<file path="src/rtl/zip_busarb.sv">
// Two-master pipelined Wishbone arbiter: round-robin grant held until the owner drops CYC,
// outstanding-request tracking with a MAXPEND stall, and a watchdog that aborts a stuck slave.
module zip_busarb #(
  parameter int AW      = 30,
  parameter int DW      = 32,
  parameter int LGPEND  = 4,
  parameter int TIMEOUT = 1024
) (
  input  logic            i_clk,
  input  logic            i_reset,
  input  logic            i_a_cyc,
  input  logic            i_a_stb,
  input  logic            i_a_we,
  input  logic [AW-1:0]   i_a_addr,
  input  logic [DW-1:0]   i_a_data,
  input  logic [DW/8-1:0] i_a_sel,
  output logic            o_a_stall,
  output logic            o_a_ack,
  output logic            o_a_err,
  input  logic            i_b_cyc,
  input  logic            i_b_stb,
  input  logic            i_b_we,
  input  logic [AW-1:0]   i_b_addr,
  input  logic [DW-1:0]   i_b_data,
  input  logic [DW/8-1:0] i_b_sel,
  output logic            o_b_stall,
  output logic            o_b_ack,
  output logic            o_b_err,
  output logic            o_cyc,
  output logic            o_stb,
  output logic            o_we,
  output logic [AW-1:0]   o_addr,
  output logic [DW-1:0]   o_data,
  output logic [DW/8-1:0] o_sel,
  input  logic            i_stall,
  input  logic            i_ack,
  input  logic            i_err
);

  localparam logic [LGPEND-1:0] MAXPEND  = '1;
  localparam int                WDW      = (TIMEOUT > 0) ? $clog2(TIMEOUT + 1) : 1;
  localparam logic [WDW-1:0]    WD_LIMIT = WDW'(TIMEOUT);

  typedef enum logic [1:0] {
    S_IDLE  = 2'd0,
    S_OWN_A = 2'd1,
    S_OWN_B = 2'd2,
    S_ABORT = 2'd3
  } state_t;

  state_t            state_q, state_d;
  logic              last_b_q, last_b_d;
  logic [LGPEND-1:0] pend_q, pend_d;
  logic [WDW-1:0]    wdog_q, wdog_d;

  logic own_a, own_b, own_cyc, own_stb, full, ack_ok, accept;

  always_comb begin
    own_a   = (state_q == S_OWN_A);
    own_b   = (state_q == S_OWN_B);
    full    = (pend_q == MAXPEND);
    // An ACK with nothing outstanding is stray and must not reach either master
    ack_ok  = i_ack && (pend_q != '0);
    own_cyc = (own_a && i_a_cyc) || (own_b && i_b_cyc);
    own_stb = (own_a && i_a_stb) || (own_b && i_b_stb);
  end

  always_comb begin
    o_cyc  = own_cyc;
    o_stb  = own_cyc && own_stb && !full;
    o_we   = 1'b0;
    o_addr = '0;
    o_data = '0;
    o_sel  = '0;
    if (own_a) begin
      o_we   = i_a_we;
      o_addr = i_a_addr;
      o_data = i_a_data;
      o_sel  = i_a_sel;
    end else if (own_b) begin
      o_we   = i_b_we;
      o_addr = i_b_addr;
      o_data = i_b_data;
      o_sel  = i_b_sel;
    end else begin
      o_we   = 1'b0;
    end
    accept    = o_stb && !i_stall;
    o_a_stall = own_a ? (i_stall || full) : 1'b1;
    o_b_stall = own_b ? (i_stall || full) : 1'b1;
    o_a_ack   = own_a && ack_ok;
    o_b_ack   = own_b && ack_ok;
    // In ABORT the last-granted bit still names the master that was cut off
    o_a_err   = (own_a && i_err) || ((state_q == S_ABORT) && !last_b_q);
    o_b_err   = (own_b && i_err) || ((state_q == S_ABORT) && last_b_q);
  end

  always_comb begin
    state_d  = state_q;
    last_b_d = last_b_q;
    pend_d   = pend_q;
    wdog_d   = '0;
    case (state_q)
      S_IDLE: begin
        pend_d = '0;
        if (i_a_cyc && (!i_b_cyc || last_b_q)) begin
          state_d  = S_OWN_A;
          last_b_d = 1'b0;
        end else if (i_b_cyc) begin
          state_d  = S_OWN_B;
          last_b_d = 1'b1;
        end else begin
          state_d  = S_IDLE;
        end
      end
      S_OWN_A, S_OWN_B: begin
        if (!own_cyc) begin
          state_d = S_IDLE;
          pend_d  = '0;
        end else if ((TIMEOUT != 0) && (wdog_q == WD_LIMIT)) begin
          state_d = S_ABORT;
          pend_d  = '0;
        end else if (i_err) begin
          pend_d  = '0;
        end else begin
          pend_d = pend_q + LGPEND'(accept) - LGPEND'(ack_ok);
          if ((TIMEOUT != 0) && (pend_q != '0) && !i_ack) begin
            wdog_d = wdog_q + WDW'(1);
          end else begin
            wdog_d = '0;
          end
        end
      end
      S_ABORT: begin
        state_d = S_IDLE;
        pend_d  = '0;
      end
      default: begin
        state_d = S_IDLE;
        pend_d  = '0;
      end
    endcase
  end

  always_ff @(posedge i_clk or posedge i_reset) begin
    if (i_reset) begin
      state_q  <= S_IDLE;
      last_b_q <= 1'b1;
      pend_q   <= '0;
      wdog_q   <= '0;
    end else begin
      state_q  <= state_d;
      last_b_q <= last_b_d;
      pend_q   <= pend_d;
      wdog_q   <= wdog_d;
    end
  end

endmodule
</file>
<file path="config.mk">
export PLATFORM = sky130hd
export DESIGN_NAME = zip_busarb
export DESIGN_NICKNAME = d
export VERILOG_FILES = /design/src/rtl/zip_busarb.sv
export SDC_FILE = /design/constraint.sdc
export NUM_CORES = 1
export LEC_CHECK = 0
export BUFFER_PORTS_ARGS = -buffer_cell sky130_fd_sc_hd__clkbuf_2
export CAP_MARGIN = 40
export CORE_MARGIN = 4
export CORE_UTILIZATION = 25
export DETAILED_ROUTE_END_ITERATION = 6
export SYNTH_ARGS = -nofsm -noshare
export SYNTH_HDL_FRONTEND = slang
export SYNTH_SLANG_ARGS = --single-unit
</file>
<file path="constraint.sdc">
create_clock -name i_clk -period 6.26 [get_ports i_clk]
set_input_delay 0 -clock i_clk [delete_from_list [all_inputs] [get_ports i_clk]]
set_output_delay 0 -clock i_clk [all_outputs]
set_load 0.05 [all_outputs]
</file>
==> metrics.log, run 1 <==
INFO  metric critPathSlowestCell = buf_4
INFO  metric clock_sink_count = 18
INFO  metric slew-limit-headroom = 0.528
INFO  metric fmax = 412 MHz
INFO  metric power_frac_seq = 0.097
INFO  metric comb_power_share = 0.836
INFO  metric synth.area.top_cells = a22o_1 33%, dfrtp_1 23%, ha_1 8.2%
INFO  metric rsz0062_at_grt = false
INFO  metric yosys_register_bits = 18
INFO  metric p_leak = 1.73 nW
INFO  metric die_width = 93.6 µm
INFO  metric core = about 0.0069 mm²
INFO  metric switching_share = 0.666
INFO  metric final_layout_size_suffix_gt1_frac = 0.569
INFO  metric cp_cell_sequence = inv_1 > ha_1 > nor2b_4 > buf_4 > a22o_1 > clkbuf_2
INFO  metric wl = 9.66 mm
INFO  metric p_switching = about 0.95 mW
INFO  metric floorplan.die_area = around 0.009 mm²
INFO  metric yosys.area.top_type = a22o_1
INFO  metric clkPwrFrac = 0.067
INFO  metric cts.repair_timing.setup_buffer_count = 0
INFO  metric insertedDiodeCount = 0
INFO  metric antenna_violations_before_repair = 0
INFO  metric hold_crit_depth = 2
INFO  metric cts_inserted_buffers = 3
INFO  metric routed_wire_length_per_instance = 19.2 µm
INFO  metric pin_count_of_the_biggest_net_entering_global_routing = 71
INFO  metric worstPathArrival = 2420 ps
INFO  metric status = completed
INFO  metric totalNegativeSetupSlack = 0 ps
INFO  metric post_synthesis_cell_area = 0.00183 mm²
INFO  metric postSynthCellCount = between 150 and 200
INFO  metric cts_repair_resize_count = 0
INFO  metric yosysWarnings = 0
INFO  metric dr.first_iter.drc_count = 89
INFO  metric layout.nets = ~570
INFO  metric period_share = 0.387
INFO  metric vias = 2416
INFO  metric final-instance-count-excl-fill = 504
INFO  metric timing_max_transition_violations_final = 0
INFO  metric syn_area_cell = 9.20 µm²
INFO  metric vias_per_cell = ~4.8
INFO  metric power.internal = 0.477 mW
INFO  metric least_margin_pin_slew = 708 ps
INFO  metric dpl.cell_count = roughly 500
INFO  metric hold-path-endpoint = pend_q[0]$_DFF_PP0_
INFO  metric power.density = 468 mW/mm²
INFO  metric grt_usage = 0.200
INFO  metric synth.most_common_cell = a22o_1
INFO  metric cts.root.buffer_cell = clkbuf_8
INFO  metric number_of_nets_in_the_synthesized_netlist = roughly 360
INFO  metric worst_skew_pair.late_latency = 260 ps
INFO  metric drt_pre_antenna_iters = 4
INFO  metric area_fraction_of_the_dominant_cell_type_after_synthesis = 0.330
INFO  metric synth_edf_count = 0
INFO  metric final_cell_area = 0.00305 mm²
INFO  metric critical_path.reg2reg.startpoint = state_q[0]$_DFFE_PP0P_
INFO  metric clock-skew-final = 4.04 ps
INFO  metric slowest_delay = roughly 530 ps
INFO  metric cts.clk_slew.worst_paths = 70 ps
INFO  metric cts.htree.levels = 1
INFO  metric synth_top_cells_by_count = 69 x a22o_1, 17 x dfrtp_1, 14 x inv_1
INFO  metric cp_data_required_time = 6260 ps
INFO  metric cts_tree = built
INFO  metric cap_violations = 0
INFO  metric synthDistinctLibCells = 33
INFO  metric gpl.final_weighted_congestion = 0.892
INFO  metric post-route-min-period = approximately 2400 ps
INFO  metric post_route_core_utilization = 0.439
INFO  metric global_route.overflow_total = 0
INFO  metric r2r-end = pend_q[1]$_DFF_PP0_
INFO  metric proportion_of_register_bits_with_asynchronous_set_or_reset_after_synthesis = 1.00
INFO  metric grt_pass1_vias = ~2.4k
INFO  metric hold_path.startpoint = i_err
INFO  metric final_hold_vio_count = 0
INFO  metric worstHoldPathType = in -> reg
INFO  metric drc = 0
INFO  metric timing.critical_path.fanout_max = 67
INFO  metric worst_setup_path_start_kind = flip-flop
INFO  metric p_total = 1.43 mW
INFO  metric timing.reg2reg.setup_slack = between 3000 and 4000 ps
INFO  metric die_height = 93.6 µm
INFO  metric postCtsHoldBufs = 2
INFO  metric top_level_port_count = ~220
INFO  metric cts_max_path_buffers = 2
INFO  metric finalSetupViolations = 0
INFO  metric element_type_at_the_critical_path_end = output pin
INFO  metric drtAntennaViolNets = 0
INFO  metric start_util = 0.264
INFO  metric place_hpwl = 8.22 mm
INFO  metric peakVddDrop = 0.233 mV
INFO  metric cell_rows = 30
INFO  metric portion_of_the_post_synthesis_area_used_by_sequential_elements = 0.247
INFO  metric rr_worst_depth = 9
INFO  metric postPlaceCellArea = 0.00297 mm²
INFO  metric crit_type = reg -> out
INFO  metric io_buffer_count = 217
INFO  metric wire_length_of_the_first_global_routing_pass = 13.3 mm
INFO  metric area_delta_synth_final = 66.5%
INFO  metric synth_top_flop_cell = dfrtp_1
INFO  metric fillers = 730
==> cells by family after synthesis <==
group,share of synthesized area
mux,0.0164
simple gates,0.138
fa+ha+maj,0.0930
compound gates,0.377
flops,0.247
xor+xnor,0.0526
buf+inv,0.0759
==> critical path: cells and delay by family, from the launching register on <==
family / cells / cell delay (ps)
buffers and inverters: 3 / 950
DFF: 1 / 420
AOI/OAI and AO/OA: 1 / 320
adders and majority gates: 1 / 290
and+or+nand+nor: 1 / 180
==> state kept, by name, indices dropped and copies added (netlist names) <==
signal,flops
last_b_q,1
wdog_q,11
state_q,2
pend_q,4
==> power by group through the flow <==
stage	clock (mW)	combinational [mW]	sequential, mW
after global placement	0	1.18	0.140
final	0.0955	1.19	0.139
after detailed placement	0	1.19	0.141
after global routing	0.106	1.25	0.140
after floorplan	0	0.915	0.137
after CTS	0.0999	1.19	0.138
==> cell type report <==
class | instances | area, µm² | share of cell area
sequential | 18 | 452 | 0.148
multi-input combinational | 151 | 1250 | 0.409
inverter | 14 | 52.6 | 0.0172
clock buffer | 4 | 55.1 | 0.0181
timing repair buffer | 221 | 1120 | 0.368
tap | 96 | 120 | 0.0394
==> metrics by stage <==
| step | setup WS [ps] | hold WS [ps] |
|---|---|---|
| final | 3840 | 30.7 |
| after global routing | 3720 | 22.2 |
| after CTS | 3820 | 27.5 |
| after detailed placement | 3930 | 124 |
| after global placement | 4040 | 124 |
| after floorplan | 4010 | -62.2 |
==> per-layer routing <==
metal | wire length [µm] | share of wire | GRT usage
met5 | 0 | 0 | 0
met4 | 93 | 0.0096 | 0.0265
met2 | 4440 | 0.46 | 0.322
met3 | 1480 | 0.15 | 0.128
met1 | 3640 | 0.38 | 0.229
==> cells in the final DEF, fill, tap and decap left out, drive strengths merged, types with 3 or more instances in the layout <==
cell type and count:
nand3 7, a31oi 3, xor2 8, nor2 12
xnor2 3, nor3 3, inv 14, nand2 7
clkbuf 221, ha 12, dfrtp 17, and4 3
a22o 70, nor3b 3
==> worst max-delay path by stage <==
stage | slack (ps) | cells after the start | end | startpoint
6_report | 3840 | 6 | o_addr[9] | state_q[0]$_DFFE_PP0P_
5_1_grt | 3720 | 6 | o_addr[9] | state_q[0]$_DFFE_PP0P_
4_1_cts | 3820 | 6 | o_addr[9] | state_q[0]$_DFFE_PP0P_
3_5_place_dp | 3930 | 9 | pend_q[1]$_DFF_PP0_ | state_q[0]$_DFFE_PP0P_
3_3_place_gp | 4040 | 10 | pend_q[2]$_DFF_PP0_ | state_q[0]$_DFFE_PP0P_
2_1_floorplan | 4010 | 10 | pend_q[1]$_DFF_PP0_ | state_q[1]$_DFFE_PP0P_
No activity file was read; power rests on OpenSTA's default activity.
==> run 2: changes to the inputs <==
==> constraint.sdc (replaced) <==
create_clock -name i_clk -period 2.4 [get_ports i_clk]
set_input_delay 0 -clock i_clk [delete_from_list [all_inputs] [get_ports i_clk]]
set_output_delay 0 -clock i_clk [all_outputs]
set_load 0.05 [all_outputs]
==> run 2 against run 1 <==
Net effect:
- critical path depth up 4
- sequential share of layout area down 0.99 points
- hold slack worse by 9.6 ps
- critical path type is now reg -> reg
- count of clock-buffer cells in the layout unchanged
- cell count unchanged
- largest cell class is now buffers
- sequential cell count unchanged
- non-clock buffer count unchanged
==> metrics.log, run 2 (synthesis results as in run 1) <==
INFO  metric status = completed
INFO  metric power.density = 1220 mW/mm²
INFO  metric cts_tree = built
INFO  metric largest_register_ffs = 11
INFO  metric grt_usage = 0.199
INFO  metric vias = 2392
INFO  metric cts.repair_timing.setup_buffer_count = 0
INFO  metric p_leak = 1.79 nW
INFO  metric area_delta_synth_final = 78.4%
INFO  metric rsz0062_at_grt = false
INFO  metric worstHoldPathType = in -> reg
INFO  metric largest_register = wdog_q
INFO  metric clock_sink_count = 18
INFO  metric layout_common_cells = 204 x clkbuf_2, 69 x a22o_1, 17 x dfrtp_1, 14 x inv_1, 14 x buf_12
INFO  metric fmax = 447 MHz
INFO  metric cts.htree.levels = 1
INFO  metric dpl.cell_count = ~500
INFO  metric p_switching = 2.51 mW
INFO  metric io_buffer_count = 217
INFO  metric postPlaceCellArea = 0.00319 mm²
INFO  metric grt_pass1_vias = 2333
INFO  metric worstPathArrival = 2410 ps
INFO  metric cts_max_path_buffers = 2
INFO  metric top_level_port_count = 218
INFO  metric worst_hold_slack = 21.1 ps
INFO  metric period_share = 0.931
INFO  metric cap_violations = 0
INFO  metric vias_per_cell = 4.75
INFO  metric timing.critical_path.fanout_max = 6
INFO  metric global_route.overflow_total = 0
INFO  metric comb_power_share = 0.855
INFO  metric fillers = 684
INFO  metric die_height = 93.6 µm
INFO  metric final-instance-count-excl-fill = 504
INFO  metric routed_wire_length_per_instance = 18.9 µm
INFO  metric cell_rows = 30
INFO  metric element_type_at_the_critical_path_end = flip-flop
INFO  metric wl = approximately 9.5 mm
INFO  metric core = 0.00694 mm²
INFO  metric gpl.final_weighted_congestion = 0.890
INFO  metric insertedDiodeCount = 0
INFO  metric final_layout_size_suffix_gt1_frac = 0.578
INFO  metric cts_inserted_buffers = 3
INFO  metric cp_data_required_time = 2570 ps
INFO  metric power_frac_seq = 0.090
INFO  metric final_hold_vio_count = 0
INFO  metric switching_share = 0.628
INFO  metric clock-skew-final = 4.37 ps
INFO  metric final_cell_area = 0.00327 mm²
INFO  metric worst_setup_path_start_kind = flip-flop
INFO  metric layout.nets = 565
INFO  metric drc = 0
INFO  metric crit_type = reg -> reg
INFO  metric drtAntennaViolNets = 0
INFO  metric die_width = 93.6 µm
INFO  metric finalSetupViolations = 0
INFO  metric slew-limit-headroom = 0.526
INFO  metric largestRegisters = wdog_q x11, pend_q x4, state_q x2
INFO  metric least_margin_pin_slew = 710 ps
INFO  metric cts.clk_slew.worst_paths = approximately 70 ps
INFO  metric commonest_non_fill_non_tap_cell_in_the_layout = clkbuf_2
INFO  metric place_hpwl = slightly above 8 mm
INFO  metric dr.first_iter.drc_count = 55
INFO  metric cts.root.buffer_cell = clkbuf_8
INFO  metric power.internal = 1.49 mW
INFO  metric p_total = 3.99 mW
INFO  metric post-route-min-period = 2240 ps
INFO  metric start_util = 0.264
INFO  metric wire_length_of_the_first_global_routing_pass = 13.3 mm
INFO  metric worst_skew_pair.late_latency = roughly 250 ps
INFO  metric pin_count_of_the_biggest_net_entering_global_routing = 68
INFO  metric floorplan.die_area = roughly 0.009 mm²
INFO  metric peakVddDrop = 0.605 mV
INFO  metric antenna_violations_before_repair = 0
INFO  metric timing_max_transition_violations_final = 0
INFO  metric drt_pre_antenna_iters = 4
INFO  metric totalNegativeSetupSlack = 0 ps
INFO  metric clkPwrFrac = 0.054
-- run 2: changes by cell type in the layout (fill, tap and decap cells not counted), moves of 2 or more --
cell,before,now
clkbuf_2,217,204
buf_12,0,14
nor3b_1,3,1
nor3b_2,0,2
-- run 2: cell type report --
class	instances	area (µm²)	share of cell area
clock buffers	4	45.0	0.0138
well taps	96	120	0.0368
multi-input cells	151	1270	0.388
inverters	14	52.6	0.0161
repair buffers	221	1330	0.407
flip-flops and latches	18	452	0.138
-- run 2: repair_timing --
item                                    CTS  global route
endpoints found under the hold margin    17             0
gates resized for setup                   0             5
endpoints found under the setup margin    0            14
hold buffers                              1             0
-- run 2: stage by stage --
step | setup slack (ps) | utilization
5_1_grt | 42.8 | 0.470
3_5_place_dp | 79.3 | 0.459
4_1_cts | 56.3 | 0.467
3_3_place_gp | 186 | 0.459
2_1_floorplan | 152 | -
6_report | 165 | 0.470
-- run 2: path summary, 6_finish.rpt --
path	slack (ps)	depth (start not counted)	endpoint	from
worst max register to register	160	10	pend_q[2]$_DFF_PP0_	state_q[0]$_DFFE_PP0P_
min in group asynchronous	390	3	wdog_q[9]$_DFF_PP0_	i_reset
max in group asynchronous	1560	3	wdog_q[7]$_DFF_PP0_	i_reset
worst max-delay path	160	10	pend_q[2]$_DFF_PP0_	state_q[0]$_DFFE_PP0P_
worst min register to register	520	1	wdog_q[0]$_DFF_PP0_	wdog_q[0]$_DFF_PP0_
worst min-delay path	20	2	last_b_q$_DFFE_PP1P_	i_a_cyc
-- run 2: power by group through the flow --
| stage | Sequential (mW) | Combinational, mW | Clock [mW] |
|---|---|---|---|
| after floorplan | 0.357 | 2.39 | 0 |
| final | 0.361 | 3.42 | 0.217 |
| after CTS | 0.360 | 3.42 | 0.228 |
| after global placement | 0.363 | 3.41 | 0 |
| after detailed placement | 0.366 | 3.41 | 0 |
| after global routing | 0.367 | 3.57 | 0.242 |
-- run 2: metal layers --
metal  track usage  vias to the layer above  part of all wire
li1              -                     1182                 -
met1         0.232                     1075              0.39
met2         0.319                      131              0.45
met3         0.131                        4              0.15
met4        0.0168                        0            0.0071
met5             0                        -                 0
-- run 2: worst max-delay path, stage by stage (launching register included) --
cell     delay (ps)
dfrtp_1         420
inv_1           100
ha_2            240
a22o_1          180
nand3_1          80
ha_1            280
inv_1            40
ha_1            200
fa_1            380
xnor2_1         130
nor3_1          120
==> run 3: changes to the inputs <==
--- a/config.mk
+++ b/config.mk
@@ -10,6 +10,7 @@
 export CORE_MARGIN = 4
 export CORE_UTILIZATION = 25
 export DETAILED_ROUTE_END_ITERATION = 6
+export RECOVER_POWER = 50
 export SYNTH_ARGS = -nofsm -noshare
 export SYNTH_HDL_FRONTEND = slang
 export SYNTH_SLANG_ARGS = --single-unit
==> run 3 against run 2 <==
Net effect:
- sequential share of layout area rose by 0.31 points
- sequential cell count did not move
- power fell by 2.1%
- via count barely moved
- global-route usage did not move
- setup slack got worse by 2.8 ps
- non-clock buffer count did not move
- count of clock-buffer cells in the layout did not move
- critical path type is now reg -> out
- critical endpoint is now o_data[6]
==> metrics.log, run 3 (synthesis results as in run 1) <==
INFO  metric status = completed
INFO  metric die_height = 93.6 µm
INFO  metric slew-limit-headroom = 0.525
INFO  metric pin_count_of_the_biggest_net_entering_global_routing = 68
INFO  metric cts.clk_slew.worst_paths = 70 ps
INFO  metric global_route.overflow_total = 0
INFO  metric cp_cell_sequence = inv_1 > ha_2 > buf_6 > nor2b_1 > buf_12 > a22o_1 > clkbuf_2
INFO  metric crit_type = reg -> out
INFO  metric postPlaceCellArea = 0.00319 mm²
INFO  metric routed_wire_length_per_instance = 18.8 µm
INFO  metric top_level_port_count = 218
INFO  metric place_hpwl = slightly above 8 mm
INFO  metric hold-path-endpoint = last_b_q$_DFFE_PP1P_
INFO  metric cap_violations = 0
INFO  metric grt_usage = 0.199
INFO  metric critPathSlowestCell = dfrtp_1
INFO  metric cp_data_required_time = 2400 ps
INFO  metric worst_setup_path_start_kind = flip-flop
INFO  metric insertedDiodeCount = 0
INFO  metric drc = 0
INFO  metric power.density = 1220 mW/mm²
INFO  metric worst_skew_pair.late_latency = 250 ps
INFO  metric worstPathArrival = 2240 ps
INFO  metric layout.nets = 565
INFO  metric final_hold_vio_count = 0
INFO  metric timing.critical_path.fanout_max = 67
INFO  metric hold_path.startpoint = i_a_cyc
INFO  metric cts_inserted_buffers = 3
INFO  metric io_buffer_count = about 220
INFO  metric cts.root.buffer_cell = clkbuf_8
INFO  metric dr.first_iter.drc_count = 56
INFO  metric gpl.final_weighted_congestion = 0.890
INFO  metric core = 0.00694 mm²
INFO  metric largestRegisters = wdog_q x11, pend_q x4, state_q x2
INFO  metric timing_max_transition_violations_final = 0
INFO  metric drtAntennaViolNets = 0
INFO  metric fmax = ~450 MHz
INFO  metric cts.repair_timing.setup_buffer_count = 0
INFO  metric vias_per_cell = about 4.7
INFO  metric clock_sink_count = 18
INFO  metric finalSetupViolations = 0
INFO  metric commonest_non_fill_non_tap_cell_in_the_layout = clkbuf_2
INFO  metric largest_register = wdog_q
INFO  metric floorplan.die_area = 0.00876 mm²
INFO  metric peakVddDrop = 0.603 mV
INFO  metric wl = 9.49 mm
INFO  metric element_type_at_the_critical_path_end = output pin
INFO  metric p_total = ~3.9 mW
INFO  metric start_util = 0.264
INFO  metric fillers = 696
INFO  metric rr_worst_depth = 10
INFO  metric timing.reg2reg.setup_slack = roughly 170 ps
INFO  metric final_layout_size_suffix_gt1_frac = 0.551
INFO  metric least_margin_pin_slew = 712 ps
INFO  metric vias = 2393
INFO  metric drt_pre_antenna_iters = 4
INFO  metric multiInputGateArea = 0.00125 mm²
INFO  metric hold_crit_depth = 2
INFO  metric period_share = 0.933
INFO  metric rsz0062_at_grt = false
INFO  metric final_cell_area = 0.00319 mm²
INFO  metric antenna_violations_before_repair = 0
INFO  metric totalNegativeSetupSlack = 0 ps
INFO  metric wire_length_of_the_first_global_routing_pass = 13.3 mm
INFO  metric cell_rows = 30
INFO  metric cts_tree = built
INFO  metric grt_pass1_vias = roughly 2.3k
INFO  metric r2r-end = pend_q[2]$_DFF_PP0_
INFO  metric die_width = 93.6 µm
INFO  metric worstHoldPathType = in -> reg
INFO  metric critical_path.reg2reg.startpoint = state_q[0]$_DFFE_PP0P_
INFO  metric post-route-min-period = approximately 2200 ps
INFO  metric layout_common_cells = 196 x clkbuf_2, 69 x a22o_1, 17 x dfrtp_1, 14 x inv_1, 12 x nor2_1
INFO  metric p_leak = 1.74 nW
INFO  metric cts.htree.levels = 1
INFO  metric cts_max_path_buffers = 2
INFO  metric clock-skew-final = 3.80 ps
INFO  metric area_delta_synth_final = 74.5%
INFO  metric slowest_delay = ~400 ps
INFO  metric largest_register_ffs = 11
INFO  metric sequential_cell_area = 452 µm²
-- run 3: changes by cell type in the layout (fill, tap and decap cells not counted), moves of 2 or more --
cell and delta:
buf_12 -3, clkbuf_1 +8, clkbuf_2 -8, buf_2 +2
-- run 3: layout make-up --
cell class / count / share of cell area
inverters: 14 / 0.0165
repair buffers: 221 / 0.400
multi-input cells: 151 / 0.391
flip-flops and latches: 18 / 0.141
clock buffers: 4 / 0.0141
well taps: 96 / 0.0376
-- run 3: metrics by stage --
stage	cells	utilization	hold slack (ps)	setup slack (ps)
after CTS	504	0.467	0.522	56.3
after global placement	499	0.459	122	186
final	504	0.460	9.64	162
after floorplan	199	-	-62.2	152
after detailed placement	499	0.459	130	79.3
after global routing	504	0.460	26.3	26.3
-- run 3: repair_timing --
| item | in CTS | in global routing |
|---|---|---|
| gates resized for setup | 0 | 5 |
| setup endpoints to repair | 0 | 14 |
| hold endpoints to repair | 17 | 0 |
| hold buffers | 1 | 0 |
-- run 3: worst max-delay path, delay by kind of cell (launching register included) --
kind / cells / cell delay (ps)
buffers and inverters: 4 / 880
DFF: 1 / 400
and+or+nand+nor: 1 / 240
adders and majority gates: 1 / 210
AOI/OAI and AO/OA: 1 / 210
-- run 3: metal layers --
metal / global-route usage / vias to the layer above / wire, µm
met5: 0 / - / 0
met4: 0.0168 / 0 / 68
met3: 0.131 / 4 / 1420
met2: 0.319 / 139 / 4310
met1: 0.232 / 1067 / 3690
li1: - / 1183 / -
-- run 3: worst max-delay path by stage --
| stage | startpoint | endpoint | depth (start not counted) |
|---|---|---|---|
| after floorplan | state_q[1]$_DFFE_PP0P_ | pend_q[1]$_DFF_PP0_ | 10 |
| after global placement | state_q[0]$_DFFE_PP0P_ | pend_q[2]$_DFF_PP0_ | 10 |
| after detailed placement | state_q[0]$_DFFE_PP0P_ | pend_q[1]$_DFF_PP0_ | 9 |
| after CTS | state_q[0]$_DFFE_PP0P_ | pend_q[1]$_DFF_PP0_ | 9 |
| after global routing | state_q[1]$_DFFE_PP0P_ | o_data[2] | 7 |
| final | state_q[1]$_DFFE_PP0P_ | o_data[6] | 7 |
-- run 3: report_power, final --
part	leakage, nW	switching, mW	internal (mW)	total, mW
Clock	0.0228	0.0981	0.118	0.216
Sequential	0.246	0.0289	0.332	0.361
Combinational	1.47	2.36	0.970	3.33
Total	1.74	2.49	1.42	3.91
